`src/rtl/johnson_pkg.sv`:
```
// johnson_pkg: FSM states, direction codes and Johnson-ring helpers shared by the sequencer.
package johnson_pkg;

    typedef enum logic [1:0] {IDLE, RUN, RECOVER} state_t;

    localparam logic FWD = 1'b0;
    localparam logic REV = 1'b1;
    localparam int MAXW = 32;

    // q arrives zero-extended to MAXW; w is the real ring width
    function automatic logic johnson_legal(input logic [MAXW-1:0] q, input int w);
        logic [MAXW:0] m, a, b;
        m = ((MAXW+1)'(1) << w) - (MAXW+1)'(1);
        a = {1'b0, q} & m;
        b = ~{1'b0, q} & m;
        return ((a & (a + (MAXW+1)'(1))) == '0) || ((b & (b + (MAXW+1)'(1))) == '0);
    endfunction

    function automatic int johnson_idx(input logic [MAXW-1:0] q, input int w);
        int pc;
        pc = 0;
        for (int i = 0; i < w; i++) pc += int'(q[i]);
        return q[w-1] ? 2 * w - pc : pc;
    endfunction

endpackage

```
`src/rtl/johnson_core.sv`:
```
// johnson_core: WIDTH-bit Johnson ring register with clear, load and bidirectional single step.
module johnson_core
    import johnson_pkg::*;
#(
    parameter int WIDTH = 8
)(
    input  logic             hz100,
    input  logic             reset_n,
    input  logic             step,
    input  logic             dir,
    input  logic             clr,
    input  logic             load,
    input  logic [WIDTH-1:0] load_val,
    output logic [WIDTH-1:0] q
);

    logic [WIDTH-1:0] q_nxt;

    assign q_nxt = clr  ? '0 :
                   load ? load_val :
                   step ? ((dir == FWD) ? {q[WIDTH-2:0], ~q[WIDTH-1]} : {~q[0], q[WIDTH-1:1]}) :
                   q;

    always_ff @(posedge hz100 or negedge reset_n)
        if (!reset_n)
            q <= '0;
        else
            q <= q_nxt;

endmodule

```
`src/rtl/johnson_sequencer.sv`:
```
// johnson_sequencer: button-driven controller for an 8-stage Johnson LED ring with
// single-step, free-run, index decode and illegal-pattern recovery.
module johnson_sequencer
    import johnson_pkg::*;
#(
    parameter int WIDTH = 8,
    parameter int DIV_W = 8
)(
    input  logic                       hz100,
    input  logic                       reset_n,
    input  logic                       step_btn,
    input  logic                       run_btn,
    input  logic                       dir,
    input  logic [DIV_W-1:0]           rate,
    input  logic                       clr,
    input  logic                       load,
    input  logic [WIDTH-1:0]           load_val,
    output logic [WIDTH-1:0]           q,
    output logic [$clog2(2*WIDTH)-1:0] idx,
    output logic                       running,
    output logic                       fault
);

    localparam int IW = $clog2(2*WIDTH);

    logic [1:0]       step_sync, run_sync;
    logic             step_prev, run_prev, step_rise, run_rise;
    state_t           state, state_nxt, cur;
    logic [DIV_W-1:0] div, div_nxt, term;
    logic             step, recover, fault_nxt;

    always_ff @(posedge hz100 or negedge reset_n)
        if (!reset_n) begin
            step_sync <= '0;
            run_sync  <= '0;
            step_prev <= 1'b0;
            run_prev  <= 1'b0;
            state     <= IDLE;
            div       <= '0;
            fault     <= 1'b0;
        end else begin
            step_sync <= {step_sync[0], step_btn};
            run_sync  <= {run_sync[0], run_btn};
            step_prev <= step_sync[1];
            run_prev  <= run_sync[1];
            state     <= state_nxt;
            div       <= div_nxt;
            fault     <= fault_nxt;
        end

    assign step_rise = step_sync[1] & ~step_prev;
    assign run_rise  = run_sync[1] & ~run_prev;

    // an illegal ring overrides the stored state for the single recovery cycle
    assign cur     = johnson_legal(MAXW'(q), WIDTH) ? state : RECOVER;
    assign recover = (cur == RECOVER);
    assign term    = (rate == '0) ? '0 : rate - DIV_W'(1);

    always_comb begin
        state_nxt = state;
        div_nxt   = div;
        step      = 1'b0;
        if (cur == RECOVER)
            state_nxt = IDLE;
        else if (cur == IDLE) begin
            step = step_rise;
            if (run_rise) begin
                state_nxt = RUN;
                div_nxt   = '0;
            end
        end else if (run_rise)
            state_nxt = IDLE;
        else if (div >= term) begin
            step    = 1'b1;
            div_nxt = '0;
        end else
            div_nxt = div + DIV_W'(1);
    end

    assign fault_nxt = recover ? 1'b1 : clr ? 1'b0 : fault;
    assign running   = (state == RUN);
    assign idx       = IW'(johnson_idx(MAXW'(q), WIDTH));

    johnson_core #(.WIDTH(WIDTH)) u_core (
        .hz100    (hz100),
        .reset_n  (reset_n),
        .step     (step & ~clr),
        .dir      (dir),
        .clr      (recover | clr),
        .load     (load),
        .load_val (load_val),
        .q        (q)
    );

endmodule

```
`config.mk`:
```
export PLATFORM = sky130hd
export DESIGN_NAME = johnson_sequencer
export DESIGN_NICKNAME = d
export VERILOG_FILES = /design/src/rtl/johnson_pkg.sv /design/src/rtl/johnson_core.sv /design/src/rtl/johnson_sequencer.sv
export SDC_FILE = /design/constraint.sdc
export NUM_CORES = 1
export LEC_CHECK = 0
export CORE_MARGIN = 5
export CORE_UTILIZATION = 50
export CTS_BUF_LIST = sky130_fd_sc_hd__clkbuf_16
export DETAILED_ROUTE_END_ITERATION = 8
export PLACE_DENSITY_LB_ADDON = 0.08
export SETUP_SLACK_MARGIN = 0.3
export SYNTH_ARGS = -nofsm -noshare
export SYNTH_HDL_FRONTEND = slang
export SYNTH_SLANG_ARGS = --single-unit
```
`constraint.sdc`:
```
create_clock -name hz100 -period 4.78 [get_ports hz100]
set_input_delay 0.956 -clock hz100 [delete_from_list [all_inputs] [get_ports hz100]]
set_output_delay 0.956 -clock hz100 [all_outputs]
set_load 0.01 [all_outputs]
```
### Word-level counts from Yosys, hierarchy flattened

Index checks and enable logic that the tools add are counted.

* register bits after elaboration: 25
* input port bits: 23
* output and inout bits: 14

* add/subtract/negate cells: 12
* order comparisons: 1
* eq/ne operators: 4
* muxes and demuxes: 21
* bitwise gates (word level): 13
* reduce and logical (&&, ||, !) cells: 9

Operator list (number)
* $mux 8: 9
* $logic_not 33->1: 2
* $add 8x1->9 const B: 2
* $and 8x9->9: 2
* $add 4x1->4: 4
* $mux 2: 5
* $add 8x1->8 const B: 1
* $ge 8x8->1: 1
* $logic_not 8->1: 1
* $not 8->8: 1
* $sub 8x1->8 const B: 1
* $mux 1: 6
* $not 1->1: 6
* $add 3x1->4: 1
* $mux 4: 1
* $reduce_bool 2->1: 2
* $sub 1x4->4 const A: 1
* $add 2x1->3: 1
* $and 1x1->1: 3
* $reduce_and 3->1: 1
* $reduce_bool 3->1: 1
* $add 1x1->2: 1
* $eq 2x1->1 const B: 1
* $eq 2x2->1 const B: 1
* other kinds (5): 5

### Logic depth before layout (Yosys ltp)

Gate-level depths: netlist of the first run.

* word-level depth: 13
* gate-level depth with buffers: 13
* mapped depth without buffers: 13

### Hierarchy

A second synthesis of the first run with hierarchy kept.

* cell total of the unflattened synthesis: 213
* area, all modules: 1889.3 um2

By module, submodules not included
* johnson_sequencer: times used 1, cells an instance 169, area an instance 1445.1 um2, seq. area each 400.4 um2
* johnson_core: times used 1, cells an instance 44, area an instance 444.2 um2, seq. area each 200.2 um2

### Worst setup path after synthesis of the first run

No wires, ideal clock.

* path kind: register -> output
* start point: reg u_core.q[0]
* end point: out idx[3]
* data arrival time: 3.233 ns
* slack: 0.591 ns
* stages on the path, launching flop included: 13
* buffers on the path: 0
* cells stage by stage: dfrtp_1 -> fa_1 -> inv_1 -> fa_1 -> fa_1 -> inv_1 -> ha_1 -> inv_1 -> fa_1 -> nand3_1 -> nand3_1 -> o211ai_1 -> a21oi_1

* cells in the longest elaborated chain, start to end: 9

Ends and longest elaborated chain
* from (decl): RTL line johnson_core.sv:14 `output logic [WIDTH-1:0] q`
* from (signal assigned): RTL line johnson_core.sv:28 `q <= q_nxt;`
* $add 1x1->2 (*): RTL line johnson_pkg.sv:22 `for (int i = 0; i < w; i++) pc += int'(q[i]);`
* $add 2x1->3 (*): RTL line johnson_pkg.sv:22
* $add 3x1->4 (*): RTL line johnson_pkg.sv:22
* $add 4x1->4 (*) (4 in a row): RTL line johnson_pkg.sv:22
* $sub 1x4->4: RTL line johnson_pkg.sv:23 `return q[w-1] ? 2 * w - pc : pc;`
* $mux 4 (*): RTL line johnson_pkg.sv:23
* to (decl): RTL line johnson_sequencer.sv:19 `output logic [$clog2(2*WIDTH)-1:0] idx,`

Every way passes the cells marked *; elsewhere a longest branch is shown, timed or not.

### Worst setup path in the final report of the first run

* start point: reg u_core.q[0]
* end point: out idx[1]

Same word-level chain as after synthesis.

==> summary.md, run 1 <==
| Metric | Value |
|---|---|
| Status | finished clean |
| Starting Density | 0.507 |
| GRT Total Usage | 0.196 |
| Layout cells sized above 1 | 0.0923 |
| Leak | 0.00116 uW |
| Gate power share | 0.573 |
| Internal power | 786 uW |
| Avg Inst Size Synth | 8.50 sq um |
| Worst path required time | 3.82 ns |
| Post-synthesis net count | 280 |
| RSZ-0062 raised after global routing | yes |
| DR pass1 iterations | 4 |
| Root Buffer | clkbuf_16 |
| Initial antenna violation count | 0 |
| Leading area contributor after synthesis | dfrtp_1 |
| Register area | 601 sq um |
| Power density over cell area | 529 mW/mm^2 |
| Clock Path Buffers | 2 |
| CP Cell Sequence | fa_1 -> inv_1 -> fa_1 -> fa_1 -> inv_1 -> ha_2 -> inv_2 -> fa_2 -> buf_4 -> ha_4 -> nand2_1 -> o21ai_1 -> buf_2 |
| Relative slew slack | 0.304 |
| Crit path launch type | register |
| Vias in the first global route | 1,776 |
| Initial drt markers | 62 |
| Die footprint | 0.00536 sq mm |
| CP max-delay cell | fa_1 |
| Largest delay contributor family on the critical path | adder cells |
| Clock Power Share | 0.174 |
| Clock Skew | 0.00206 ns |
| Final total power | 1350 uW |
| Synth area leaders | dfrtp_1 30%, ha_1 11%, mux2i_1 6.5% |
| Fin crit share | 0.950 |
| Max-slew violations | 0 |
| Crit. End Element | primary output |
| Layout Nets | 317 |
| Worst path most repeated cell | fa_1 |
| CP Max Fanout | 4 |
| Htree depth | 1 |
| Final setup TNS | 0 ns |
| Dpl hpwl | 3440 um |
| Seq cells post-synth | 24 |
| Sequential fraction of the synthesis area | 0.301 |
| Distinct cells, synth | 43 |
| Max incr delay on CP | 0.53 ns |
| Switching share of power | 0.417 |
| Core area | 0.00394 sq mm |
| Netlist Area Pre-Place | 0.00200 sq mm |
| DP Area | 0.00241 sq mm |
| Routed wire length | 4620 um |
| Number of synthesized flops with an enable pin | 0 |
| Total CTS buffers | 3 |
| Number of vias per cell | 5.55 |
| Synth top area share | 0.301 |
| Hold WC Path Type | register to register |
| Routability cong. | 0.813 |
| Cell area after layout | 0.00254 sq mm |
| Synthesis Warnings | 0 |
| DRC viols | 0 |
| DR vias | 1,781 |
| Grt total ovfl | 0 |
| Ports | 37 |
| Ys flop type | dfrtp_1 |
| Reg power frac | 0.253 |
| Asr flop ratio synth | 1.00 |
| CTS clk-pin slew, worst paths | 0.06 ns |
| Critical path buffer and inverter count | 5 |
| Switching Power | 561 uW |
| Layout fillers | 339 |
| Worst Tran Pin Value | 1.04 ns |
| Number of port buffers | 36 |
| Final hold violation count | 0 |
| Die Wd | 73.2 um |
| Synthesized instance count | 235 |
| TritonCTS clock tree | built |
| Chip height | 73.2 um |
| Final setup fails | 0 |
| Site Rows | 23 |
| DRT antenna net count | 0 |
| Area of the multi-input gates | 0.00130 sq mm |
| Worst Setup Path Type | register to primary output |
| Area grow syn2layout | 27.4% |
| Largest net degree at the start of global routing | 25 |
| Cts hold-fix bufs | 0 |
| Min Tclk post-route | 4.54 ns |
| DR WL/cell | 14.4 um |
| # Max-Cap Violations | 0 |
| Fmax | 0.220 GHz |
| Crit path arrival time | 3.58 ns |
| Clock latency at the later pin of the worst-skew pair | 0.25 ns |
| Worst vdd ir | 0.000329 V |
| # clock sinks | 24 |
| # diodes | 0 |
| First-pass GRT wire length | 8380 um |
| Min Hold Slack | 0.348 ns |
## metrics by stage
stage                     std cells  worst slack [ns]   util
after floorplan                 235             0.591      -
after global placement          315             0.185  0.613
after detailed placement        315             0.116  0.613
after CTS                       320             0.212  0.640
after global routing            321            0.0507  0.646
final                           321             0.241  0.646
## power by group through the flow
stage	Sequential [uW]	Combinational, uW	Clock, uW
floorplan	323	479	0
global route	354	874	250
global placement	339	718	0
CTS	339	735	240
finish	340	772	235
detailed placement	342	735	0
## sequential cells by signal, indices dropped and copies added, names as in the netlist
name	cells
step_prev	1
u_core.q	8
step_sync	2
state	1
run_prev	1
fault	1
div	8
run_sync	2
## layout make-up
type	instances	area share
Timing Repair Buffer	41	0.150
Sequential cell	24	0.236
Inverter	24	0.0354
Clock buffer	3	0.0295
Tap cell	50	0.0246
Clock inverter	1	0.0118
Multi-Input combinational cell	178	0.512
## logic make-up after synthesis
logic type,Yosys count,synth area share
compound gates,57,0.196
xor+xnor,7,0.0307
fa+ha+maj,22,0.153
buf+inv,33,0.0632
flops,24,0.301
mux,14,0.0708
simple gates,78,0.186
## worst register-to-register path: stages (launching register included)
cell,delay (ns)
dfrtp_1,0.38
buf_4,0.18
inv_1,0.07
ha_1,0.19
a21oi_1,0.10
o21ai_0,0.14
o32ai_2,0.70
or2b_1,0.40
a211oi_1,0.21
## Yosys cell counts, types with 2 or more instances
master / number
o32ai_1: 3
nand2b_1: 2
inv_1: 24
a21oi_1: 13
a211oi_1: 3
a21o_1: 4
a31oi_1: 2
xnor2_1: 3
nor3_1: 6
ha_1: 18
buf_2: 2
o21ai_0: 15
or3_1: 3
fa_1: 4
o211ai_1: 2
mux2i_1: 13
nand3_1: 6
o22ai_1: 2
dfrtp_1: 24
clkbuf_1: 6
and2_1: 4
and3_1: 2
a41oi_1: 3
nand2_1: 22
xor2_1: 4
nand4_1: 5
nor2_1: 24
## metal layers
metal | wire length [um] | up-vias | GRT usage
met5 | 0 | - | 0
met4 | 17 | 0 | 0.0512
met3 | 161 | 2 | 0.0179
met2 | 2270 | 29 | 0.317
met1 | 2170 | 845 | 0.281
li1 | - | 905 | -
## placed cells by master (no fill, tap or decap), drive strengths merged, types with 5 or more instances in the layout
cell type       n
a21oi          13
dfrtp          24
nor3            6
o21ai          17
nand2          22
nand4           5
ha             18
inv            24
nor2           24
buf             8
nand3           6
mux2i          13
clkdlybuf4s50  33
## worst paths after layout
kind | startpoint | end | slack (ns) | depth (start not counted)
worst max register to register | u_core.q[0]$_DFFE_PN0P_ | u_core.q[0]$_DFFE_PN0P_ | 2.32 | 8
min in group asynchronous | reset_n | u_core.q[4]$_DFFE_PN0P_ | 1.27 | 1
max in group asynchronous | reset_n | div[7]$_DFFE_PN0P_ | 2.88 | 1
worst min register to register | step_sync[0]$_DFF_PN0_ | step_sync[1]$_DFF_PN0_ | 0.35 | 0
worst max-delay path | u_core.q[0]$_DFFE_PN0P_ | idx[1] | 0.24 | 13
worst min-delay path | step_sync[0]$_DFF_PN0_ | step_sync[1]$_DFF_PN0_ | 0.35 | 0
## repair_timing
item / in CTS / in global routing
resized for setup: 17 / 3
pin swaps: 4 / 2
setup buffers: 1 / 1
endpoints found under the setup margin: 3 / 3
Note: power is estimated with default switching activity, not from simulation.
==> run 2: changes to the inputs <==
--- a/config.mk
+++ b/config.mk
@@ -9,6 +9,7 @@
 export CORE_UTILIZATION = 50
 export CTS_BUF_LIST = sky130_fd_sc_hd__clkbuf_16
 export DETAILED_ROUTE_END_ITERATION = 8
+export HOLD_SLACK_MARGIN = 0.03
 export PLACE_DENSITY_LB_ADDON = 0.08
 export SETUP_SLACK_MARGIN = 0.3
 export SYNTH_ARGS = -nofsm -noshare
==> results of run 2 <==
The final DEF is identical to that of run 1; final timing and power are the same.
==> run 3: changes to the inputs <==
--- a/config.mk
+++ b/config.mk
@@ -8,6 +8,7 @@
 export CORE_MARGIN = 5
 export CORE_UTILIZATION = 50
 export CTS_BUF_LIST = sky130_fd_sc_hd__clkbuf_16
+export CTS_CLUSTER_DIAMETER = 80
 export DETAILED_ROUTE_END_ITERATION = 8
 export HOLD_SLACK_MARGIN = 0.03
 export PLACE_DENSITY_LB_ADDON = 0.08
==> results of run 3 <==
The final DEF is identical to that of run 1; final timing and power are the same.
==> edit, RTL diff (flow settings as in run 2) <==
Encoding of `state_t`: now one-hot (3 bits for 3 states).
--- a/src/rtl/johnson_pkg.sv
+++ b/src/rtl/johnson_pkg.sv
@@ -1,7 +1,7 @@
 // johnson_pkg: FSM states, direction codes and Johnson-ring helpers shared by the sequencer.
 package johnson_pkg;
 
-    typedef enum logic [1:0] {IDLE, RUN, RECOVER} state_t;
+    typedef enum logic [2:0] {IDLE = 3'b001, RUN = 3'b010, RECOVER = 3'b100} state_t;
 
     localparam logic FWD = 1'b0;
     localparam logic REV = 1'b1;
Function: same outputs for any inputs over 10 cycles, from zero or initial values and one cycle with reset_n low; not proved beyond that.
==> edit against run 2 <==
Sequential power is 11% lower; register-to-register slack better by 0.29 ns; worst setup slack got worse by 0.032 ns; wire length down 2.6%; power shrank 8.0%; sequential cell count up 1; synthesized area is 2.6% higher; die area up 2.2%; fmax down 0.69%; design area grew 3.5%; count of clock-buffer cells in the layout did not move; critical path depth unchanged; critical path type unchanged; largest cell class unchanged.
==> edit: results (changes against run 2) <==
* Status: finished clean (unchanged)
* Global-route wire length before repair at 7803 um (was 8376 um)
* LEAKAGE at 0.001202 uW (was 0.001157 uW)
* Root buf cell: clkbuf_16 (unchanged)
* Endpoints failing hold at 0 (unchanged)
* GRT met2 Usage at 0.2746 (was 0.3168)
* Seq/Total Area, Yosys at 0.3059 (was 0.3006)
* WHS at 0.3470 ns (was 0.3476 ns)
* Arrival @ worst endpoint at 3.61 ns (was 3.58 ns)
* Pin count of the biggest net entering global routing at 26 (was 25)
* Dominant cells by area after synthesis: dfrtp_1, ha_1, mux2i_1 (unchanged)
* Min-delay src: run_sync[0] (was step_sync[0])
* Slew @ Worst Pin at 0.5417 ns (was 1.041 ns)
* Filler cell count at 322 (was 339)
* Net Sw Power at 510.7 uW (was 561.3 uW)
* Vias per cell at 5.506 (was 5.548)
* Placed cell area at 2492 sq um (was 2415 sq um)
* P_seq at 302 uW (was 340 uW)
* Max incr delay on CP at ~0.54 ns
* GRT Util Overall at 0.1787 (was 0.1960)
* Hold Path Depth at 0 (unchanged)
* Antenna violations before repair at 0 (unchanged)
* Wire length per cell at 13.73 um (was 14.40 um)
* DRT iter0 DRCs at 60 (was 62)
* Met1 Track Usage GR at 0.2625 (was 0.2805)
* Met3 wire length at 275 um (was 161 um)
* Combinational gate power at 744 uW (was 772 uW)
* Post-Place Worst Slack at 0.1187 ns (was 0.1160 ns)
* Met1 Wirelength at 2148 um (was 2169 um)
* CTS clk-pin slew, worst paths at around 0.070 ns
* Fin crit period at 4.571 ns (was 4.539 ns)
* WHS Endpoint: run_sync[1] (was step_sync[1])
* Vias at 1,806 (was 1,781)
* R2R setup slack at 2.61 ns (was 2.32 ns)
* Placer Congestion at 0.8453 (was 0.8134)
* Post-synth cell types at 52 (was 43)
* Syn Inst Count at 234 (was 235)
* Reg2reg path depth at 9 (was 8)
* Share of cells above drive strength 1 at 0.1439 (was 0.09225)
* Crit path max fanout at 3 (was 4)
* Crit path from: u_core.q[0] (unchanged)
* WL met2 at 2011 um (was 2273 um)
* Worst ir drop on vdd at 299.9 uV (was 328.9 uV)
* Int Power at 728.2 uW (was 785.8 uW)
* Max-slew violation count at 0 (unchanged)
* Slowest CP cell: fa_1 (unchanged)
* Syn nets at 279 (was 280)
* FFs w/ async S/R, synth at 1.000 (unchanged)
* Setup crit end: idx[1] (unchanged)
* Clk_skew at 0.003616 ns (was 0.002062 ns)
* Worst-Skew Late Latency at about 0.26 ns
* M3 GR Usage at 0.02568 (was 0.01791)
* Reg-to-Reg End: div[4] (was u_core.q[0])
* Vias in the first global route at 1,712 (was 1,776)
* Final nets at 324 (was 317)
* Synth top cells by count: inv_1, dfrtp_1, nand2_1, ha_1, nor2_1 (was dfrtp_1, inv_1, nor2_1, nand2_1, ha_1)
* Syn. warnings at 0 (unchanged)
* Detail Placement HPWL at 3337 um (was 3437 um)
[edit: changes by cell type in the layout (fill, tap and decap cells not counted), sizes merged, moves of 5 or more]
cell / run 2 / this run
nor2b: 1 / 9
nor2: 24 / 17
nand3: 6 / 12
a21oi: 13 / 8
buf: 8 / 13
[edit: kinds of logic after synthesis]
kind of cell,share of synthesized area
AND/OR/NAND/NOR,0.2271
AO/OA/AOI/OAI,0.1642
buffers and inverters,0.05983
flip-flops,0.3059
adder cells (fa/ha/maj),0.1490
multiplexers,0.06837
XOR/XNOR,0.02565
[edit: final cells by class]
| class | count | area [sq um] | area share |
|---|---|---|---|
| multi-input combinational | 177 | 1340 | 0.5085 |
| sequential | 25 | 626.9 | 0.2379 |
| timing repair buffer | 46 | 424.2 | 0.1610 |
| inverter | 26 | 97.59 | 0.03704 |
| clock buffer | 3 | 75.07 | 0.02849 |
| tap | 50 | 62.56 | 0.02374 |
| clock inverter | 1 | 8.758 | 0.003324 |
